**config.mk**
```make
export PLATFORM = sky130hd
export DESIGN_NAME = idct4_pipe
export DESIGN_NICKNAME = d
export VERILOG_FILES = /design/src/rtl/idct4_pkg.sv /design/src/rtl/idct4_pipe_rnd_sat.sv /design/src/rtl/idct4_pipe.sv
export SDC_FILE = /design/constraint.sdc
export NUM_CORES = 1
export LEC_CHECK = 0
export BUFFER_PORTS_ARGS = -buffer_cell sky130_fd_sc_hd__buf_4
export CAP_MARGIN = 5
export CORE_UTILIZATION = 45
export CTS_BUF_LIST = sky130_fd_sc_hd__clkbuf_4 sky130_fd_sc_hd__clkbuf_8
export DETAILED_ROUTE_END_ITERATION = 12
export GPL_TIMING_DRIVEN = 1
export PLACE_DENSITY = 0.66
export SLEW_MARGIN = 20
export SYNTH_ARGS = -nofsm -noshare
export SYNTH_HDL_FRONTEND = slang
export SYNTH_SLANG_ARGS = --single-unit
export TNS_END_PERCENT = 100
```
**constraint.sdc**
```tcl
create_clock -name clk -period 5.42 [get_ports clk]
set_clock_uncertainty 0.05 [all_clocks]
set_input_delay 0.271 -clock clk [delete_from_list [all_inputs] [get_ports clk]]
set_output_delay 0.271 -clock clk [all_outputs]
set_load 0.005 [all_outputs]
```
**src/rtl/idct4_pkg.sv**
```systemverilog
// Shared constants and helpers for the 4-point HEVC inverse core transform.
package idct4_pkg;

   // HEVC 4-point DCT basis coefficients.
   localparam int C64 = 64;
   localparam int C83 = 83;
   localparam int C36 = 36;

   // Rounding shifts for the first pass and for the second pass at 8-bit depth.
   localparam int IDCT_SHIFT1 = 7;
   localparam int IDCT_SHIFT2 = 12;

   // Accumulator width: enough headroom for 64*(a+b) + 119*c on WIDTH_X inputs.
   function automatic int acc_w(input int width_x);
      return width_x + 9;
   endfunction

endpackage

```
**src/rtl/idct4_pipe_rnd_sat.sv**
```systemverilog
// Combinational round / arithmetic shift / output sizing of one butterfly lane.
// Build option IDCT4_CLIP_EN: defined -> clamp to the signed WIDTH_Y range,
// undefined -> keep the WIDTH_Y LSBs (two's-complement wrap).
module idct4_rnd_sat #(
   parameter int ACC_W   = 25,
   parameter int WIDTH_Y = 16,
   parameter int SHIFT   = 7
) (
   input  logic signed [ACC_W-1:0]   s_i,
   output logic        [WIDTH_Y-1:0] r_o
);

   logic signed [ACC_W-1:0] rnd;
   logic signed [ACC_W-1:0] sum;
   logic signed [ACC_W-1:0] shr;

   // Round half up, then floor-shift (arithmetic).
   assign rnd = ACC_W'(1) <<< (SHIFT - 1);
   assign sum = s_i + rnd;
   assign shr = sum >>> SHIFT;

`ifdef IDCT4_CLIP_EN
   logic signed [ACC_W-1:0] y_max;
   logic signed [ACC_W-1:0] y_min;

   assign y_max = {{(ACC_W-WIDTH_Y+1){1'b0}}, {(WIDTH_Y-1){1'b1}}};
   assign y_min = ~y_max;

   // Clamp the shifted value into the representable output range.
   always_comb begin
      r_o = WIDTH_Y'(shr);
      if (shr > y_max) begin
         r_o = {1'b0, {(WIDTH_Y-1){1'b1}}};
      end else if (shr < y_min) begin
         r_o = {1'b1, {(WIDTH_Y-1){1'b0}}};
      end
   end
`else
   // Conformant streams never exceed WIDTH_Y, so plain truncation suffices.
   assign r_o = WIDTH_Y'(shr);
`endif

endmodule

```
**src/rtl/idct4_pipe.sv**
```systemverilog
// 4-point HEVC inverse core transform (partial butterfly), one row/column per
// beat, as a three-stage elastic pipeline: S1 input reg, S2 butterfly reg,
// S3 rounded/sized output reg.
// Build option IDCT4_CLIP_EN selects saturation (defined) or wrap (undefined)
// of the outputs; see idct4_rnd_sat.
//
// Handshake: a beat moves across an interface on a rising edge where valid and
// ready are both high. The source holds valid and data stable until that edge;
// in_ready depends only on out_ready and internal valid flags, never on in_valid.
module idct4_pipe #(
   parameter int WIDTH_X = 16,
   parameter int WIDTH_Y = 16,
   parameter int SHIFT   = idct4_pkg::IDCT_SHIFT1
) (
   input  logic               clk,
   input  logic               rst_b,
   input  logic               in_valid,
   output logic               in_ready,
   input  logic [WIDTH_X-1:0] c0,
   input  logic [WIDTH_X-1:0] c1,
   input  logic [WIDTH_X-1:0] c2,
   input  logic [WIDTH_X-1:0] c3,
   output logic               out_valid,
   input  logic               out_ready,
   output logic [WIDTH_Y-1:0] r0,
   output logic [WIDTH_Y-1:0] r1,
   output logic [WIDTH_Y-1:0] r2,
   output logic [WIDTH_Y-1:0] r3
);
   import idct4_pkg::*;

   localparam int ACC_W = acc_w(WIDTH_X);
   localparam int EXT   = ACC_W - WIDTH_X;

   // Constant multiply as a sum of shifted copies; k is a compile-time constant
   // so this folds to adders only.
   function automatic logic signed [ACC_W-1:0] mul_const(input logic signed [ACC_W-1:0] x,
                                                         input logic [7:0] k);
      logic signed [ACC_W-1:0] acc;
      acc = '0;
      for (int b = 0; b < 8; b++) begin
         if (k[b]) acc = acc + (x <<< b);
      end
      return acc;
   endfunction

   logic v1_q, v2_q, v3_q;
   logic ld1, ld2, ld3;

   logic [WIDTH_X-1:0] c0_q, c1_q, c2_q, c3_q;
   logic signed [ACC_W-1:0] x0, x1, x2, x3;
   logic signed [ACC_W-1:0] e0_d, e1_d, o0_d, o1_d;
   logic signed [ACC_W-1:0] e0_q, e1_q, o0_q, o1_q;
   logic signed [ACC_W-1:0] s0, s1, s2, s3;
   logic [WIDTH_Y-1:0] r0_d, r1_d, r2_d, r3_d;
   logic [WIDTH_Y-1:0] r0_q, r1_q, r2_q, r3_q;

   // A stage advances when it is empty or its downstream advances; bubbles collapse.
   assign ld3      = !v3_q || out_ready;
   assign ld2      = !v2_q || ld3;
   assign ld1      = !v1_q || ld2;
   assign in_ready = ld1;

   // S1: capture the accepted input beat; loading with no input empties the slot.
   always_ff @(posedge clk or negedge rst_b) begin
      if (!rst_b) begin
         v1_q <= 1'b0;
         c0_q <= '0;
         c1_q <= '0;
         c2_q <= '0;
         c3_q <= '0;
      end else if (ld1) begin
         v1_q <= in_valid;
         if (in_valid) begin
            c0_q <= c0;
            c1_q <= c1;
            c2_q <= c2;
            c3_q <= c3;
         end
      end
   end

   assign x0 = {{EXT{c0_q[WIDTH_X-1]}}, c0_q};
   assign x1 = {{EXT{c1_q[WIDTH_X-1]}}, c1_q};
   assign x2 = {{EXT{c2_q[WIDTH_X-1]}}, c2_q};
   assign x3 = {{EXT{c3_q[WIDTH_X-1]}}, c3_q};

   // Even/odd halves of the partial butterfly.
   always_comb begin
      e0_d = mul_const(x0 + x2, 8'(C64));
      e1_d = mul_const(x0 - x2, 8'(C64));
      o0_d = mul_const(x1, 8'(C83)) + mul_const(x3, 8'(C36));
      o1_d = mul_const(x1, 8'(C36)) - mul_const(x3, 8'(C83));
   end

   // S2: register the butterfly terms.
   always_ff @(posedge clk or negedge rst_b) begin
      if (!rst_b) begin
         v2_q <= 1'b0;
         e0_q <= '0;
         e1_q <= '0;
         o0_q <= '0;
         o1_q <= '0;
      end else if (ld2) begin
         v2_q <= v1_q;
         if (v1_q) begin
            e0_q <= e0_d;
            e1_q <= e1_d;
            o0_q <= o0_d;
            o1_q <= o1_d;
         end
      end
   end

   assign s0 = e0_q + o0_q;
   assign s1 = e1_q + o1_q;
   assign s2 = e1_q - o1_q;
   assign s3 = e0_q - o0_q;

   idct4_rnd_sat #(.ACC_W(ACC_W), .WIDTH_Y(WIDTH_Y), .SHIFT(SHIFT)) u_rs0 (.s_i(s0), .r_o(r0_d));
   idct4_rnd_sat #(.ACC_W(ACC_W), .WIDTH_Y(WIDTH_Y), .SHIFT(SHIFT)) u_rs1 (.s_i(s1), .r_o(r1_d));
   idct4_rnd_sat #(.ACC_W(ACC_W), .WIDTH_Y(WIDTH_Y), .SHIFT(SHIFT)) u_rs2 (.s_i(s2), .r_o(r2_d));
   idct4_rnd_sat #(.ACC_W(ACC_W), .WIDTH_Y(WIDTH_Y), .SHIFT(SHIFT)) u_rs3 (.s_i(s3), .r_o(r3_d));

   // S3: output register; holds its beat while downstream stalls.
   always_ff @(posedge clk or negedge rst_b) begin
      if (!rst_b) begin
         v3_q <= 1'b0;
         r0_q <= '0;
         r1_q <= '0;
         r2_q <= '0;
         r3_q <= '0;
      end else if (ld3) begin
         v3_q <= v2_q;
         if (v2_q) begin
            r0_q <= r0_d;
            r1_q <= r1_d;
            r2_q <= r2_d;
            r3_q <= r3_d;
         end
      end
   end

   assign out_valid = v3_q;
   assign r0 = r0_q;
   assign r1 = r1_q;
   assign r2 = r2_q;
   assign r3 = r3_q;

endmodule
```
Word-level counts from Yosys, hierarchy flattened
Cells that the tools add are included.
W data, S select, Z words.
{"block": "totals", "latch_bits": 0, "out_inout_bits": 66, "wordCells": 44, "register_bits": 211, "inputBits": 68, "mem_bits_ro": 0, "memories": 0, "ramBits": 0}
{"block": "op_classes", "n_shift": 0, "eq_ne": 0, "n_lt_le_gt_ge": 0, "mul": 0, "div_mod_pow": 0, "reduce_logical": 9, "bitwise": 0, "add_sub_neg": 20, "mux": 0}
{"cell": "$add A23 B8 Y23 const B", "count": 4}
{"cell": "$add A21 B22 Y23", "count": 2}
{"cell": "$add A23 B23 Y23", "count": 2}
{"cell": "$sub A23 B23 Y23", "count": 2}
{"cell": "$add A18 B21 Y22", "count": 2}
{"cell": "$add A18 B20 Y21", "count": 2}
{"cell": "$add A16 B17 Y18", "count": 2}
{"cell": "$add A23 B22 Y23", "count": 1}
{"cell": "$sub A22 B23 Y23", "count": 1}
{"cell": "$add A16 B16 Y17", "count": 1}
{"cell": "$sub A16 B16 Y17", "count": 1}
{"cell": "$reduce_and A2 Y1", "count": 3}
{"cell": "$logic_not A1 Y1", "count": 3}
{"cell": "$logic_or A1 B1 Y1", "count": 3}

Longest topological paths before layout
{"block": "depth", "word_depth": 5, "depth_mapped": 17, "ltp_nobuf": 17}

Modules after synthesis
Synthesis repeated with hierarchy kept, for this count alone.
{"block": "hier_totals", "hier_cells": 2089, "area_unflattened_um2": 19790.2}
{"module": "idct4_pipe", "seq_area_each_um2": 5305.1, "instances": 1, "area_each_um2": 18278.8, "cells_per_inst": 1913}
{"module": "idct4_rnd_sat", "seq_area_each_um2": 0.0, "instances": 4, "area_each_um2": 377.9, "cells_per_inst": 44}

Worst setup path before layout
OpenSTA, ideal clock, no wires.
{"block": "synth_path", "path_type": "reg2reg", "from": "reg c3_q[6]", "to": "reg o1_q[22]", "stages_incl_launch_ff": 17, "required_time_ns": 5.240, "slack_ns": 1.311, "synth_period_minus_slack_ns": 4.109, "t_arrival_ns": 3.929, "setup_ns": 0.130, "n_path_buf": 0, "cell_sequence": "dfrtp_1 inv_1 fa_1 fa_1 inv_1 fa_1 inv_1 ha_1 o21ai_0 o211ai_1 nand3_1 a211o_1 a311oi_1 a211o_1 o31ai_1 xnor2_1 o21ai_1"}
{"block": "synth_between", "elab_chain_len": 4}
{"element": "from (decl)", "line_no": "idct4_pipe.sv:50", "source": "logic [WIDTH_X-1:0] c0_q, c1_q, c2_q, c3_q;"}
{"element": "from (signal assigned)", "line_no": "idct4_pipe.sv:71", "source": "c3_q <= '0;"}
{"element": "from (signal assigned)", "line_no": "idct4_pipe.sv:78", "source": "c3_q <= c3;"}
{"element": "$add A16 B17 Y18", "line_no": "idct4_pipe.sv:42", "source": "if (k[b]) acc = acc + (x <<< b);"}
{"element": "$add A18 B20 Y21", "line_no": "idct4_pipe.sv:42"}
{"element": "$add A21 B22 Y23 *", "line_no": "idct4_pipe.sv:42"}
{"element": "$sub A22 B23 Y23 *", "line_no": "idct4_pipe.sv:93", "source": "o1_d = mul_const(x1, 8'(C36)) - mul_const(x3, 8'(C83));"}
{"element": "to (signal assigned)", "line_no": "idct4_pipe.sv:103", "source": "o1_q <= '0;"}
{"element": "to (signal assigned)", "line_no": "idct4_pipe.sv:110", "source": "o1_q <= o1_d;"}
{"element": "to (decl)", "line_no": "idct4_pipe.sv:53", "source": "logic signed [ACC_W-1:0] e0_q, e1_q, o0_q, o1_q;"}
Every way passes the cells marked *; elsewhere a longest branch is shown, timed or not.
A chain may end at the register's enable or synchronous reset.

Worst setup path after layout
Same ends and word-level chain as after synthesis.

==> results.py <==
metrics = {
    "die": {
        "ioPinCount": 134,
        "start_util_pct": 45.7,
        "placementRows": 71,
        "die_y_um": 198,
        "placeableCoreArea_um2": 37700,
        "dieWidth_um": 198,
        "dieArea_um2": 39000,
    },
    "global_routing": {
        "grt_max_degree": 158,
        "antenna_found_initial": 0,
        "grt_overflow_total": 0,
        "grt_pass1_vias": 12500,
        "grt_use_total_pct": 20.9,
        "grt_pass1_wl_um": 63800,
    },
    "routing": {
        "routed_wl_um": 39100,
        "via_per_inst": 4.96,
        "ant_nets": 0,
        "route.detailed.drc": 0,
        "drt_pass1_iterations": 4,
        "vias": 12200,
        "drt_iter0_drc": 476,
        "detail_route.wl_per_cell_um": 15.9,
    },
    "yosys": {
        "synth.most_common_cell": "inv_1",
        "syn-num-nets": 2139,
        "ys_top_cells_by_count": "inv_1 (235), ha_1 (226), dfrtp_1 (210)",
        "yosys-top-cells-area": "dfrtp_1 (31%), ha_1 (16%), fa_1 (14%)",
        "async_reset_ff_share_pct": 100,
        "synth.distinct_cells": 62,
        "netlist_area_um2": 17200,
        "synth.avg_cell_area_um2": 9.99,
        "syn_inst": 1722,
        "synth_ff_type": "dfrtp_1",
        "post-synth-top-area-cell": "dfrtp_1",
        "synth-seq-area-share_pct": 30.5,
        "synth_top_area_share_pct": 30.5,
        "yosys_warnings": 0,
        "synth_edf_count": 0,
        "ys_ff_latch": 210,
    },
    "timing": {
        "hold_violations": 0,
        "fin_crit_sh_pct": 84.8,
        "fin_tns_setup_ns": 0,
        "setup_violations": 0,
        "slew_violations": 0,
        "min_period_ns": 4.60,
        "relSlewSlack_pct": 32.4,
        "rsz0062_at_grt": "false",
        "max_freq_ghz": 0.218,
        "worst_pin_slew_ns": 1.01,
    },
    "job": {
        "maxCapViolations": 0,
    },
    "clock_network": {
        "h-tree-depth": 2,
        "cts_tree": "built",
        "worstSkewPairLatency_ns": 0.59,
        "cts.sinks": 210,
        "clockBufferDepth": 3,
        "postCtsSetupBuffers": 0,
        "cts_resized": 0,
        "cts_hold_repair.buffers": 68,
        "cts.reportedPaths.clkPinSlew_ns": 0.06,
        "cts_buffers": 39,
        "cts-root-buf": "clkbuf_8",
    },
    "critical_path": {
        "cpPeakStageDelay_ns": 0.55,
        "crit_path_top_delay_cell": "fa_1",
        "cp_top_family": "adder cells",
        "worst_setup_path_end_kind": "flop",
        "crit_chain": "inv_1 -> fa_1 -> fa_1 -> inv_1 -> fa_1 -> inv_1 -> ha_1 -> o21ai_0 -> o211ai_1 -> nand3_1 -> a211o_1 -> a311oi_1 -> a211o_1 -> o31ai_1 -> xnor2_1 -> o21ai_1",
        "rr_worst_depth": 16,
        "crit_buf_inv": 3,
        "cp_max_fo": 5,
        "path_depth": 16,
        "path_class": "flop to flop",
        "cp-start-kind": "flop",
        "required_ns": 5.78,
        "crit_arrival_ns": 4.96,
    },
    "hold_path": {
        "hp-class": "input pin to asynchronous set/reset pin",
    },
    "run_status": {
        "run_status": "completed",
    },
    "cells_and_area": {
        "n_fill_cell": 3480,
        "diodes": 0,
        "area_growth_pct": 17.9,
        "drive_gt1_share_pct": 15.5,
        "final_nets": 2342,
    },
    "placed_design": {
        "gp_congestion": 0.896,
        "port_buffers": 133,
        "dp_hpwl_um": 31100,
    },
}
-- kinds of logic (layout without fill, tap and decap cells) --
family	after synthesis	count (layout)	synth area share [%]
adders and majority gates	349	349	30.7
buffers and inverters	279	510	6.09
and+or+nand+nor	318	318	8.30
DFF	210	210	30.5
xor gates and xnor gates	122	122	6.21
muxes	80	80	5.23
AOI/OAI and AO/OA	364	364	12.9
-- cell type report --
type | instances | area (µm²) | share of cell area, %
clock inverters | 6 | 61.3 | 0.302
well taps | 511 | 639 | 3.15
repair buffers | 205 | 1730 | 8.52
flip-flops and latches | 210 | 5260 | 25.9
clock buffers | 63 | 792 | 3.90
multi-input cells | 1233 | 10900 | 53.9
inverters | 236 | 886 | 4.37
-- registers in the layout, indices dropped and copies added, names as in the netlist --
name       cells
c0_q          16
r3            16
c2_q          16
r2            16
r1            16
v1_q           1
o1_q          23
v2_q           1
e0_q          16
out_valid      1
c1_q          16
e1_q          17
r0            16
c3_q          16
o0_q          23
-- cell usage in the layout, fill, tap and decap left out, drive strengths merged, types with 8 or more instances in the layout --
master / instances
a211oi: 11
a21o: 27
a21oi: 82
a31oi: 10
buf: 136
clkbuf: 64
dfrtp: 210
dlygate4sd3: 68
fa: 123
ha: 226
inv: 236
mux2: 79
nand2: 163
nand2b: 22
nand3: 20
nor2: 46
nor2b: 12
nor3: 26
o21a: 9
o21ai: 155
o21bai: 16
o31ai: 10
or3: 8
xnor2: 59
xor2: 63
-- worst paths after layout --
path                                startpoint  slack, ns                    to
max                        c3_q[6]$_DFFE_PN0P_       0.82  o1_q[22]$_DFFE_PN0P_
min                                      rst_b       0.16     r1[4]$_DFFE_PN0P_
max reg2reg                c3_q[6]$_DFFE_PN0P_       0.82  o1_q[22]$_DFFE_PN0P_
min reg2reg                  r3[2]$_DFFE_PN0P_       0.43     r3[2]$_DFFE_PN0P_
max in group asynchronous                rst_b       3.95  c3_q[13]$_DFFE_PN0P_
min in group clk                         c0[4]       0.41   c0_q[4]$_DFFE_PN0P_
-- stage by stage --
step | utilization (%) | cells | hold slack (ns) | setup slack [ns] | instance area [µm²]
global route | 53.9 | 2464 | 0.181 | 0.637 | 20300
CTS | 53.9 | 2464 | 0.137 | 0.871 | 20300
detailed placement | 49.8 | 2327 | 0.213 | 0.864 | 18800
floorplan | - | 1722 | -0.0746 | 1.31 | 17200
finish | 53.9 | 2464 | 0.156 | 0.824 | 20300
global placement | 49.8 | 2327 | 0.214 | 0.937 | 18800
-- routing by layer --
metal | routed length (µm) | up-vias | track usage, %
met3 | 1660 | 62 | 3.81
li1 | - | 6171 | -
met4 | 920 | 0 | 6.14
met1 | 18900 | 5799 | 29.2
met5 | 0 | - | 0
met2 | 17500 | 199 | 32.9
Power is left out: the tool's default activity adds up to more than one toggle a clock period on the data nets, which glitch-free logic cannot reach.
